--- config.mk ---
export PLATFORM = sky130hd
export DESIGN_NAME = volume_ramp_flat
export DESIGN_NICKNAME = d
export VERILOG_FILES = /design/src/rtl/volume_ramp_if.sv /design/src/rtl/volume_ramp.sv /design/src/flat_wrapper.sv
export SDC_FILE = /design/constraint.sdc
export NUM_CORES = 1
export LEC_CHECK = 0
export ABC_AREA = 1
export CAP_MARGIN = 20
export CORE_MARGIN = 2
export CORE_UTILIZATION = 55
export DETAILED_ROUTE_END_ITERATION = 10
export GPL_TIMING_DRIVEN = 0
export PLACE_DENSITY_LB_ADDON = 0.05
export SLEW_MARGIN = 0
export SYNTH_ARGS = -nofsm -noshare
export SYNTH_HDL_FRONTEND = slang
export SYNTH_SLANG_ARGS = --single-unit
--- constraint.sdc ---
create_clock -name clk -period 7.45 [get_ports clk]
set_input_delay 1.8625 -clock clk [delete_from_list [all_inputs] [get_ports clk]]
set_output_delay 1.8625 -clock clk [all_outputs]
set_load 0.01 [all_outputs]
--- src/rtl/volume_ramp_if.sv ---
// Signal bundle between the volume stage and its neighbours: downstream pop/ack,
// upstream pop/ack, the shared multiplier port and the gain/mute controls.
interface volume_ramp_if;
  logic [1:0]  pop_i;
  logic [23:0] data_o;
  logic [1:0]  ack_o;
  logic [1:0]  pop_o;
  logic [23:0] data_i;
  logic [1:0]  ack_i;
  logic        mpready_i;
  logic [23:0] mpcand_o;
  logic [15:0] mplier_o;
  logic [23:0] mprod_i;
  logic [15:0] gain_i;
  logic [1:0]  gain_we_i;
  logic        mute_i;

  modport slave (
    input  pop_i, data_i, ack_i, mpready_i, mprod_i, gain_i, gain_we_i, mute_i,
    output data_o, ack_o, pop_o, mpcand_o, mplier_o
  );

  modport master (
    output pop_i, data_i, ack_i, mpready_i, mprod_i, gain_i, gain_we_i, mute_i,
    input  data_o, ack_o, pop_o, mpcand_o, mplier_o
  );
endinterface

--- src/rtl/volume_ramp.sv ---
// Per-channel L/R gain stage with linear click-free ramp; pop_i->pop_o 2 cycles, ack_i->ack_o <= 2+MP_LATENCY.
// Backpressure: one transaction at a time, waits on upstream ack (timeout -> zero) and on mpready_i.
module volume_ramp #(
  parameter logic [15:0] RAMP_STEP  = 16'd64,
  parameter logic [15:0] GAIN_RST   = 16'h0000,
  parameter int          MP_LATENCY = 2,
  parameter logic [7:0]  TIMEOUT    = 8'd48
) (
  input logic          clk,
  input logic          rst,
  volume_ramp_if.slave bus
);

  typedef enum logic [2:0] {S_IDLE, S_REQ, S_WACK, S_WMP, S_MUL, S_OUT} state_t;

  state_t      r_state;
  state_t      w_state_nxt;
  logic        r_ch;
  logic [1:0]  r_pending;
  logic [7:0]  r_timer;
  logic [23:0] r_sample;
  logic [3:0]  r_mcnt;
  logic [23:0] r_data;
  logic [15:0] r_cur [2];
  logic [15:0] r_tgt [2];

  logic        w_take;
  logic        w_pick;
  logic        w_load_out;
  logic [23:0] w_result;
  logic [15:0] w_cur;
  logic        w_gain_zero;
  logic        w_gain_unity;
  logic        w_ack_ch;
  logic        w_timeout;
  logic        w_mul_done;
  logic [15:0] w_tgt_nxt [2];
  logic [15:0] w_eff;
  logic [15:0] w_delta;
  logic [15:0] w_cur_nxt;

  assign w_cur        = r_cur[r_ch];
  assign w_gain_zero  = (w_cur == 16'h0000);
  assign w_gain_unity = (w_cur == 16'hFFFF);
  assign w_ack_ch     = bus.ack_i[r_ch];
  assign w_timeout    = (r_timer >= (TIMEOUT - 8'd1));
  assign w_mul_done   = (r_mcnt == 4'(MP_LATENCY - 1));
  assign bus.data_o   = r_data;

  always_comb begin
    w_state_nxt  = r_state;
    w_take       = 1'b0;
    w_pick       = 1'b0;
    w_load_out   = 1'b0;
    w_result     = '0;
    bus.pop_o    = '0;
    bus.ack_o    = '0;
    bus.mpcand_o = '0;
    bus.mplier_o = '0;
    unique case (r_state)
      S_IDLE: begin
        if (|r_pending) begin
          w_take      = 1'b1;
          w_pick      = ~r_pending[0];
          w_state_nxt = S_REQ;
        end
      end
      S_REQ: begin
        bus.pop_o   = r_ch ? 2'b10 : 2'b01;
        w_state_nxt = S_WACK;
      end
      S_WACK: begin
        if (w_ack_ch || w_timeout) w_state_nxt = S_WMP;
      end
      S_WMP: begin
        // zero and unity gain never touch the shared multiplier
        if (w_gain_zero) begin
          w_load_out  = 1'b1;
          w_state_nxt = S_OUT;
        end else if (w_gain_unity) begin
          w_load_out  = 1'b1;
          w_result    = r_sample;
          w_state_nxt = S_OUT;
        end else if (bus.mpready_i) begin
          bus.mpcand_o = r_sample;
          bus.mplier_o = w_cur;
          w_state_nxt  = S_MUL;
        end
      end
      S_MUL: begin
        bus.mpcand_o = r_sample;
        bus.mplier_o = w_cur;
        if (w_mul_done) begin
          w_load_out  = 1'b1;
          w_result    = bus.mprod_i;
          w_state_nxt = S_OUT;
        end
      end
      S_OUT: begin
        bus.ack_o   = r_ch ? 2'b10 : 2'b01;
        w_state_nxt = S_IDLE;
      end
      default: w_state_nxt = S_IDLE;
    endcase
  end

  // A gain write landing in the same cycle as OUT steers that ramp step.
  always_comb begin
    for (int c = 0; c < 2; c++) begin
      w_tgt_nxt[c] = bus.gain_we_i[c] ? bus.gain_i : r_tgt[c];
    end
    w_eff     = bus.mute_i ? 16'h0000 : w_tgt_nxt[r_ch];
    w_delta   = '0;
    w_cur_nxt = w_cur;
    if (w_eff > w_cur) begin
      w_delta   = w_eff - w_cur;
      w_cur_nxt = w_cur + ((w_delta > RAMP_STEP) ? RAMP_STEP : w_delta);
    end else begin
      w_delta   = w_cur - w_eff;
      w_cur_nxt = w_cur - ((w_delta > RAMP_STEP) ? RAMP_STEP : w_delta);
    end
  end

  always_ff @(posedge clk) begin
    if (rst) begin
      r_state   <= S_IDLE;
      r_ch      <= 1'b0;
      r_pending <= '0;
      r_timer   <= '0;
      r_sample  <= '0;
      r_mcnt    <= '0;
      r_data    <= '0;
      for (int c = 0; c < 2; c++) begin
        r_cur[c] <= GAIN_RST;
        r_tgt[c] <= GAIN_RST;
      end
    end else begin
      r_state <= w_state_nxt;
      for (int c = 0; c < 2; c++) begin
        // a pop for the channel already being served is dropped
        if (w_take && (w_pick == 1'(c))) begin
          r_pending[c] <= 1'b0;
        end else if (bus.pop_i[c] && !((r_state != S_IDLE) && (r_ch == 1'(c)))) begin
          r_pending[c] <= 1'b1;
        end
        r_tgt[c] <= w_tgt_nxt[c];
      end
      if (w_take) r_ch <= w_pick;
      if (r_state == S_REQ) begin
        r_timer <= '0;
      end else if (r_state == S_WACK) begin
        r_timer <= r_timer + 8'd1;
      end
      if (r_state == S_WACK) begin
        if (w_ack_ch) begin
          r_sample <= bus.data_i;
        end else if (w_timeout) begin
          r_sample <= '0;
        end
      end
      if (r_state == S_WMP) begin
        r_mcnt <= '0;
      end else if (r_state == S_MUL) begin
        r_mcnt <= r_mcnt + 4'd1;
      end
      if (w_load_out) r_data <= w_result;
      if (r_state == S_OUT) r_cur[r_ch] <= w_cur_nxt;
    end
  end

endmodule

--- src/flat_wrapper.sv ---
// flat-port wrapper written by rule: the top's interface ports become plain ports
module volume_ramp_flat 
#(
  parameter logic [15:0] RAMP_STEP  = 16'd64,
  parameter logic [15:0] GAIN_RST   = 16'h0000,
  parameter int          MP_LATENCY = 2,
  parameter logic [7:0]  TIMEOUT    = 8'd48
)
  (clk, rst, bus_pop_i, bus_data_i, bus_ack_i, bus_mpready_i, bus_mprod_i, bus_gain_i, bus_gain_we_i, bus_mute_i, bus_data_o, bus_ack_o, bus_pop_o, bus_mpcand_o, bus_mplier_o);
  volume_ramp_if bus_i ();
  input logic clk;
  input logic rst;
  input wire logic [$bits(bus_i.pop_i)-1:0] bus_pop_i;
  input wire logic [$bits(bus_i.data_i)-1:0] bus_data_i;
  input wire logic [$bits(bus_i.ack_i)-1:0] bus_ack_i;
  input wire logic [$bits(bus_i.mpready_i)-1:0] bus_mpready_i;
  input wire logic [$bits(bus_i.mprod_i)-1:0] bus_mprod_i;
  input wire logic [$bits(bus_i.gain_i)-1:0] bus_gain_i;
  input wire logic [$bits(bus_i.gain_we_i)-1:0] bus_gain_we_i;
  input wire logic [$bits(bus_i.mute_i)-1:0] bus_mute_i;
  output wire logic [$bits(bus_i.data_o)-1:0] bus_data_o;
  output wire logic [$bits(bus_i.ack_o)-1:0] bus_ack_o;
  output wire logic [$bits(bus_i.pop_o)-1:0] bus_pop_o;
  output wire logic [$bits(bus_i.mpcand_o)-1:0] bus_mpcand_o;
  output wire logic [$bits(bus_i.mplier_o)-1:0] bus_mplier_o;
  assign bus_i.pop_i = bus_pop_i;
  assign bus_i.data_i = bus_data_i;
  assign bus_i.ack_i = bus_ack_i;
  assign bus_i.mpready_i = bus_mpready_i;
  assign bus_i.mprod_i = bus_mprod_i;
  assign bus_i.gain_i = bus_gain_i;
  assign bus_i.gain_we_i = bus_gain_we_i;
  assign bus_i.mute_i = bus_mute_i;
  assign bus_data_o = bus_i.data_o;
  assign bus_ack_o = bus_i.ack_o;
  assign bus_pop_o = bus_i.pop_o;
  assign bus_mpcand_o = bus_i.mpcand_o;
  assign bus_mplier_o = bus_i.mplier_o;
  volume_ramp #(.RAMP_STEP(RAMP_STEP), .GAIN_RST(GAIN_RST), .MP_LATENCY(MP_LATENCY), .TIMEOUT(TIMEOUT)) u_core (.clk(clk), .rst(rst), .bus(bus_i));
endmodule
-- After elaboration in Yosys (flattened, before gate mapping)
Memory sizes are Yosys's and may differ from the RTL's. A register that Yosys moved wholly into a read port is not among the register bits.
Cells that the tools add are included.
- reductions and logical operators: 21
- equality and inequality tests: 11
- $add $sub $neg: 6
- mux-type cells: 56
- order comparisons: 6
- bitwise gates (word level): 6
- operator list (operator ; number):
    2-to-1 mux 16 bit ; 15
    2-to-1 mux 24 bit ; 8
    case mux 24 bit (2 select lines) ; 2
    subtractor 16 bit ; 3
    > comparator 16 x 7 -> 1 bit (second input constant) ; 2
    case mux 16 bit (2 select lines) ; 1
    2-to-1 mux 1 bit ; 19
    2-to-1 mux 3 bit ; 6
    adder 16 bit ; 1
    == test 16 bit (second input constant) ; 1
    > comparator 16 bit ; 1
    logical NOT 16 bit ; 1
    OR reduction 16 bit ; 1
    case mux 3 bit (5 select lines) ; 1
    OR reduction 2 bit ; 5
    adder 8 x 1 -> 8 bit (second input constant) ; 1
    greater-or-equal comparator 8 x 6 -> 1 bit (second input constant) ; 1
    == test 3 x 2 -> 1 bit (second input constant) ; 2
    == test 3 bit (second input constant) ; 2
    logical AND 1 bit ; 6
    2-to-1 mux 2 bit ; 3
    != test 2 x 1 -> 1 bit (second input constant) ; 3
    adder 4 x 1 -> 4 bit (second input constant) ; 1
    == test 4 x 1 -> 1 bit (second input constant) ; 1
    other kinds (15) ; 19
- register bits after elaboration: 66
- memory bits (writable): 64
- word-level logic and storage cells: 116
- output and inout port bits: 68
- input bits: 74
- memories: 2
- memory list (memory ; words ; width ; rd ports ; clocked after memory_dff ; wr ports ; line ; source):
    u_core.r_cur ; 2 ; 16 ; 1 ; 1 ; 2 ; volume_ramp.sv:24 ; logic [15:0] r_cur [2];
    u_core.r_tgt ; 2 ; 16 ; 2 ; 0 ; 2 ; volume_ramp.sv:25 ; logic [15:0] r_tgt [2];

-- Longest topological paths before layout
Gate-level depths: netlist of the first run.
- word-level depth: 11
- gate-level depth with buffers: 43
- gate-level depth less buffers: 41

-- Worst setup path before layout of the first run
No wires, ideal clock.
- kind: in2reg
- from: input bus_gain_we_i[0]
- to: memory u_core.r_cur[0][11] (data pin)
- arrival: 6.675 ns
- library setup time: 0.266 ns
- path slack: 0.509 ns
- stages: 42
- buffers on the path: 3
- required time: 7.184 ns
- cells stage by stage: clkbuf_1 buf_2 mux2i_1 nand2_1 nand2_1 nor2_1 ha_1 buf_4 nand2_1 inv_1 nand2_1 inv_1 nand2_1 nand2_1 nand2_1 nand2_1 nor2_1 nand2_1 [... 6 more ...] nand2_1 inv_1 o21ai_1 nand2_1 ha_1 nand3_1 nand2_1 nand2_1 nand2_1 a21oi_1 o21ai_0 a21oi_1 o21bai_1 nand2_1 nand2_1 nand2_1 nand2_1 nor2_1
- RTL lines (item ; line ; source):
    from (decl) ; flat_wrapper.sv:19 ; input wire logic [$bits(bus_i.gain_we_i)-1:0] bus_gain_we_i;
    to (decl) ; volume_ramp.sv:24 ;

==> results.yml, run 1 <==
pwr:
  irDropWorstVdd_mv: 0.203
  p_int_mw: 2.05
  comb_power_share_pct: 54.8
  pwr-share-clk_pct: 22.9
  seq_power_share_pct: 22.3
  p_sw_share_pct: 45.4
  netSwitchingPower_mw: 1.70
  power_density_mw_per_mm2: 330
  power.leakage_nw: 4.96
  p_total_mw: 3.75
cells_and_area:
  multi_input_area_mm2: 0.00517
  mostFrequentLayoutCell: "nand2_1"
  drive_above_1_share_pct: 8.24
  fillers: 1386
  area_growth_syn_to_layout_pct: 26.4
  final_nets: 1618
  seq_area_mm2: 0.00294
  layout_common_cells: "nand2_1, nor2_1, inv_1"
  num_antenna_cells: 0
sta:
  max_freq_ghz: 0.143
  hold_ws_ns: 0.466
  fin_crit_sh_pct: 93.5
  final-setup-viol-count: 0
  max_slew.worst_pin.slew_ns: 0.870
  period_needed_ns: 6.97
  maxSlewViolCount: 0
  fin_skew_ns: 0.00945
  hold_viol: 0
  rsz0062_at_grt: "no"
  relSlewSlack_pct: 41.6
drt:
  wl_met1_mm: 11.2
  met3_length_mm: 2.13
  vias_per_cell: 5.46
  drtIter0Drc: 734
  wl_per_cell_um: 16.1
  via_count: 9396
  top_layer_used: "met4"
  drc: 0
  drt_wl_total_mm: 27.7
  first_pass_iters: 5
  postRouteAntennaNets: 0
  met2_length_mm: 13.4
synth:
  yosys.area.top_type: "dfxtp_1"
  netlist_area_mm2: 0.00899
  ys_ff_latch: 131
  synth.area.top_cells: "dfxtp_1, nand2_1, edfxtp_1"
  synth-simple-area-share_pct: 30.6
  synth_xor_area_share_pct: 2.53
  synth-async-reset-ratio_pct: 0
  synth_compound_area_share_pct: 14.4
  avgSynthCellArea_um2: 6.76
  synth_top_family_by_area: "simple AND/OR/NAND/NOR gates"
  synth_cells: 1330
  synthMuxAreaShare_pct: 1.67
  yosysSeqAreaShare_pct: 32.7
  syn_nets: 1457
  synthFlopType: "dfxtp_1"
  synthAdderAreaFrac_pct: 7.63
  ys_warn_count: 0
  synth_edf_count: 32
  synth.distinct_cells: 52
  synth_top_area_share_pct: 22.1
setup_path:
  slowest_stage: "ha_1"
  crit_type: "in2reg"
  cp_slowest_stage_delay_ns: 0.43
  crit_top_cell: "nand2_1"
  reg2reg_slack_ns: 1.29
  worstPathRequired_ns: 7.61
  start_kind: "input pin"
  cp_data_arrival_time_ns: 7.13
  crit-reg2reg-launch: "u_core.r_ch$_SDFFE_PP0P_"
  r2r_end: "u_core.r_cur[0][9]$_SDFFCE_PN0P_"
  cp-end-kind: "register"
  worstPathMaxFanout: 10
  worst-r2r-cell-count: 35
hold_path:
  min_path_type: "reg2reg"
  worstHoldEndpoint: "u_core.r_tgt[0][20]$_SDFF_PP0_"
  min_path_cells: 2
  min-delay-start: "u_core.r_tgt[0][20]$_SDFF_PP0_"
clock_tree:
  insertion_delay_ns: 0.43
  numCtsBuffers: 17
  clk_pin_slew_ns: 0.06
  cts_tree: "built"
  cts_max_level: 4
  cts_root_buffer: "clkbuf_16"
  cts.path.max_buffers: 2
  tritoncts_num_sinks: 131
  cts_hold_buffers: 0
global_routing:
  grt_overflow: 0
  grt_use_total_pct: 31.7
  grt_max_degree: 17
  grt_pass1_vias: 8890
  grt_pass1_wl_mm: 43.8
  antenna_found_initial: 0
job:
  cap_viol_max_count: 0
floorplanning:
  dieWidth_um: 132
  start_util_pct: 56.4
  ioPinCount: 142
  die_area_mm2: 0.0174
  chipHeight_um: 132
  core_area_mm2: 0.0159
  rows: 46
placement:
  gp_congestion: 0.968
  place.port_buffers: 138
  hpwl_mm: 21.4
status:
  status: "finished, final reports clean"
[power by group through the flow]
stage / clock [mW] / sequential (mW) / combinational (mW)
global placement: 0 / 0.846 / 1.92
detailed placement: 0 / 0.849 / 1.94
floorplan: 0 / 0.835 / 1.46
global route: 0.891 / 0.841 / 2.28
finish: 0.860 / 0.836 / 2.05
CTS: 0.859 / 0.834 / 1.96
[flip-flops by register name, indices dropped and copies added, names as in the netlist, named ones only]
register	flops
u_core.r_timer	8
u_core.r_pending	2
u_core.r_sample	24
u_core.r_tgt	32
u_core.r_state	3
u_core.r_ch	1
u_core.r_mcnt	4
u_core.r_cur	32
u_core.bus.data_o	24
[area by class of cell]
type                            count  area share, %
Multi-Input combinational cell    969           45.5
Sequential cell                   131           25.9
Timing Repair Buffer              142           12.4
Inverter                          178           5.88
Clock buffer                       22           4.36
Buffer                             52           2.48
Tap cell                          216           2.38
Clock inverter                     10           1.06
[critical path, delay by kind of cell]
family | cells | cell delay [ns]
and+or+nand+nor | 20 | 2.21
buffers and inverters | 6 | 0.89
xor gates and xnor gates | 1 | 0.21
adders and majority gates | 3 | 0.99
muxes | 1 | 0.28
AOI/OAI and AO/OA | 5 | 0.68
[synthesized netlist by cell type (2+ instances only)]
cell type / instances
nand2_1: 337
nor2_1: 179
inv_1: 167
dfxtp_1: 99
a21oi_1: 89
nand3_1: 69
ha_1: 50
o21ai_0: 39
edfxtp_1: 32
a31oi_1: 27
a211oi_1: 25
clkbuf_1: 22
nand4_1: 17
nor3_1: 16
xor2_1: 16
mux2i_1: 15
buf_4: 14
buf_2: 12
o21ai_1: 11
nand2_2: 10
xnor2_1: 10
inv_2: 9
nor2_2: 7
o21a_1: 5
nor4_1: 4
o21ai_2: 4
o21bai_1: 4
a21oi_2: 3
buf_1: 3
fa_1: 3
o211ai_1: 3
o41ai_1: 3
or2_2: 3
clkinv_1: 2
nand3b_1: 2
nand4_2: 2
nor3b_1: 2
[per-layer routing]
layer	track usage [%]	vias up
met1	36.9	4299
met5	0	-
met4	13.8	0
li1	-	4641
met3	7.65	74
met2	55.4	382
[stage by stage]
stage	TNS, ns	utilization (%)	area (um2)	instances	setup WS (ns)
after floorplan	0	-	8990	1330	0.509
after global placement	-5.14	66.7	10600	1684	-0.541
after detailed placement	-6.36	66.7	10600	1684	-0.632
after CTS	0	70.7	11300	1716	0.0671
after global routing	0	71.3	11400	1720	0.0166
final	0	71.3	11400	1720	0.481
[cells by family after synthesis]
kind of cell             Yosys count
buffers and inverters            230
AO/OA/AOI/OAI                    219
multiplexers                      15
flip-flops                       131
AND/OR/NAND/NOR                  656
adder cells (fa/ha/maj)           53
XOR/XNOR                          26
[how the worst max path moves through the flow]
stage	slack, ns	to	from
2_1_floorplan	0.51	u_core.r_cur[0][11]$_SDFFCE_PN0P_	bus_gain_we_i[0]
5_1_grt	0.02	u_core.r_cur[0][11]$_SDFFCE_PN0P_	bus_gain_we_i[0]
6_report	0.48	u_core.r_cur[0][9]$_SDFFCE_PN0P_	bus_gain_we_i[0]
3_5_place_dp	-0.63	u_core.r_cur[0][11]$_SDFFCE_PN0P_	bus_gain_we_i[1]
4_1_cts	0.07	u_core.r_cur[1][14]$_SDFFCE_PN0P_	bus_gain_we_i[1]
3_3_place_gp	-0.54	u_core.r_cur[1][11]$_SDFFCE_PN0P_	bus_gain_we_i[1]
[what timing repair did]
item                       CTS  global route
setup buffers                0             4
gates resized for setup      7            22
setup endpoints to repair    8            18
pin swaps                    0             3
Note: power is estimated with default switching activity, not from simulation.
==> run 2: changes to the inputs <==
Settings changed: CORE_UTILIZATION 55 to 56, CTS_BUF_LIST set to sky130_fd_sc_hd__clkbuf_4.
==> run 2 against run 1 <==
  * Total power is 6.7% lower
  * Critical path depth increased by 4
  * Clock-buffer cell count is 4 lower
  * Utilization is 0.96 points lower
  * Sequential cell count stayed put
  * Via count is 0.42% lower
  * Wire length is 1.9% higher
  * Critical endpoint is now u_core.r_cur[0][11]$_SDFFCE_PN0P_
  * Die area down 1.7%
  * Worst setup slack worse by 0.15 ns
==> results.yml, run 2 (synthesis gave the netlist of run 1 again) <==
setup_path:
  worst-r2r-cell-count: 39
  crit_type: "in2reg"
  worstPathMaxFanout: 6
  worstPathRequired_ns: 7.76
  start_kind: "input pin"
  crit_top_cell: "nand2_1"
  slowest_stage: "clkdlybuf4s50_1"
  cp_slowest_stage_delay_ns: 0.54
  cp_data_arrival_time_ns: 7.43
  cp-end-kind: "register"
sta:
  rsz0062_at_grt: "yes"
  hold_viol: 0
  period_needed_ns: 7.12
  maxSlewViolCount: 0
  fin_crit_sh_pct: 95.6
  fin_skew_ns: 0.0193
  final-setup-viol-count: 0
  timing.setup.tns_ns: 0
  max_freq_ghz: 0.140
  max_slew.worst_pin.slew_ns: 0.957
  relSlewSlack_pct: 35.5
pwr:
  irDropWorstVdd_mv: 0.155
  p_total_mw: 3.50
  power_density_mw_per_mm2: 316
  power.leakage_nw: 4.82
global_routing:
  grt_pass1_vias: 8948
  grt_overflow: 0
  grt_pass1_wl_mm: 43.6
  grt_use_total_pct: 33.1
  grt_max_degree: 17
  antenna_found_initial: 0
drt:
  via_count: 9357
  met3_length_mm: 2.04
  met2_length_mm: 13.6
  wl_per_cell_um: 16.4
  postRouteAntennaNets: 0
  wl_met1_mm: 11.5
  drtIter0Drc: 647
  top_layer_used: "met4"
  drc: 0
  vias_per_cell: 5.44
  drt_wl_total_mm: 28.3
  first_pass_iters: 6
cells_and_area:
  final_nets: 1618
  final_core_util_pct: 70.3
  mostFrequentLayoutCell: "nand2_1"
  num_antenna_cells: 0
  drive_above_1_share_pct: 8.18
  layout_common_cells: "nand2_1, nor2_1, inv_1"
  largestRegisters: "u_core.r_cur: 32 flops, u_core.r_tgt: 32 flops"
  area_growth_syn_to_layout_pct: 23.3
clock_tree:
  cts.path.max_buffers: 2
  cts_tree: "built"
  clk_pin_slew_ns: 0.12
  cts_max_level: 4
  tritoncts_num_sinks: 131
  insertion_delay_ns: 0.56
  numCtsBuffers: 17
  cts_root_buffer: "clkbuf_4"
floorplanning:
  core_area_mm2: 0.0158
  chipHeight_um: 131
  dieWidth_um: 131
  ioPinCount: 142
  die_area_mm2: 0.0171
  rows: 46
  start_util_pct: 57.0
job:
  cap_viol_max_count: 0
placement:
  hpwl_mm: 22.1
  place.port_buffers: 138
  gp_congestion: 0.956
hold_path:
  min_path_cells: 2
  min_path_type: "reg2reg"
status:
  status: "finished, final reports clean"
## run 2: power breakdown
group          internal [mW]  switching, mW
clock network          0.302          0.280
logic                  0.709           1.37
registers              0.793         0.0403
## run 2: final cells by class
type | count | area [um2]
Clock buffer | 18 | 135
Tap cell | 216 | 270
Fill cell | 1471 | 4680
Inverter | 178 | 668
Multi-Input combinational cell | 969 | 5160
Buffer | 52 | 280
Clock inverter | 14 | 213
Sequential cell | 131 | 2940
Timing Repair Buffer | 142 | 1410
## run 2: path summary, 6_finish.rpt
check,startpoint,end,slack (ns)
setup reg to reg,u_core.r_ch$_SDFFE_PP0P_,u_core.r_cur[0][11]$_SDFFCE_PN0P_,1.18
hold reg to reg,u_core.r_tgt[0][21]$_SDFF_PP0_,u_core.r_tgt[0][21]$_SDFF_PP0_,0.48
setup / recovery,bus_gain_i[0],u_core.r_cur[0][11]$_SDFFCE_PN0P_,0.33
hold / removal,u_core.r_tgt[0][21]$_SDFF_PP0_,u_core.r_tgt[0][21]$_SDFF_PP0_,0.48
## run 2: worst max-delay path: cells and delay by family
family                   cells  cell delay (ns)
adder cells (fa/ha/maj)      4             1.27
multiplexers                 1             0.12
AND/OR/NAND/NOR             25             2.61
AO/OA/AOI/OAI                5             0.72
buffers and inverters        5             0.83
## run 2: routing by layer
metal / vias up / track usage, %
met3: 75 / 7.82
li1: 4648 / -
met4: 0 / 13.7
met5: - / 0
met1: 4274 / 39.0
met2: 360 / 58.0
## run 2: metrics by stage
step	hold slack [ns]	cell area, um2	setup slack, ns	std cells
2_1_floorplan	0.443	8990	0.509	1330
3_3_place_gp	0.456	10600	-0.548	1684
3_5_place_dp	0.462	10600	-0.631	1684
4_1_cts	0.478	11000	0.0178	1716
5_1_grt	0.503	11100	-0.0391	1720
6_report	0.478	11100	0.328	1720
## run 2: repair_timing
action                     CTS  global route
buffers inserted             0             4
pin swaps                    0             2
setup endpoints to repair    2            16
resized for setup            2            24
hold buffers                 0             0
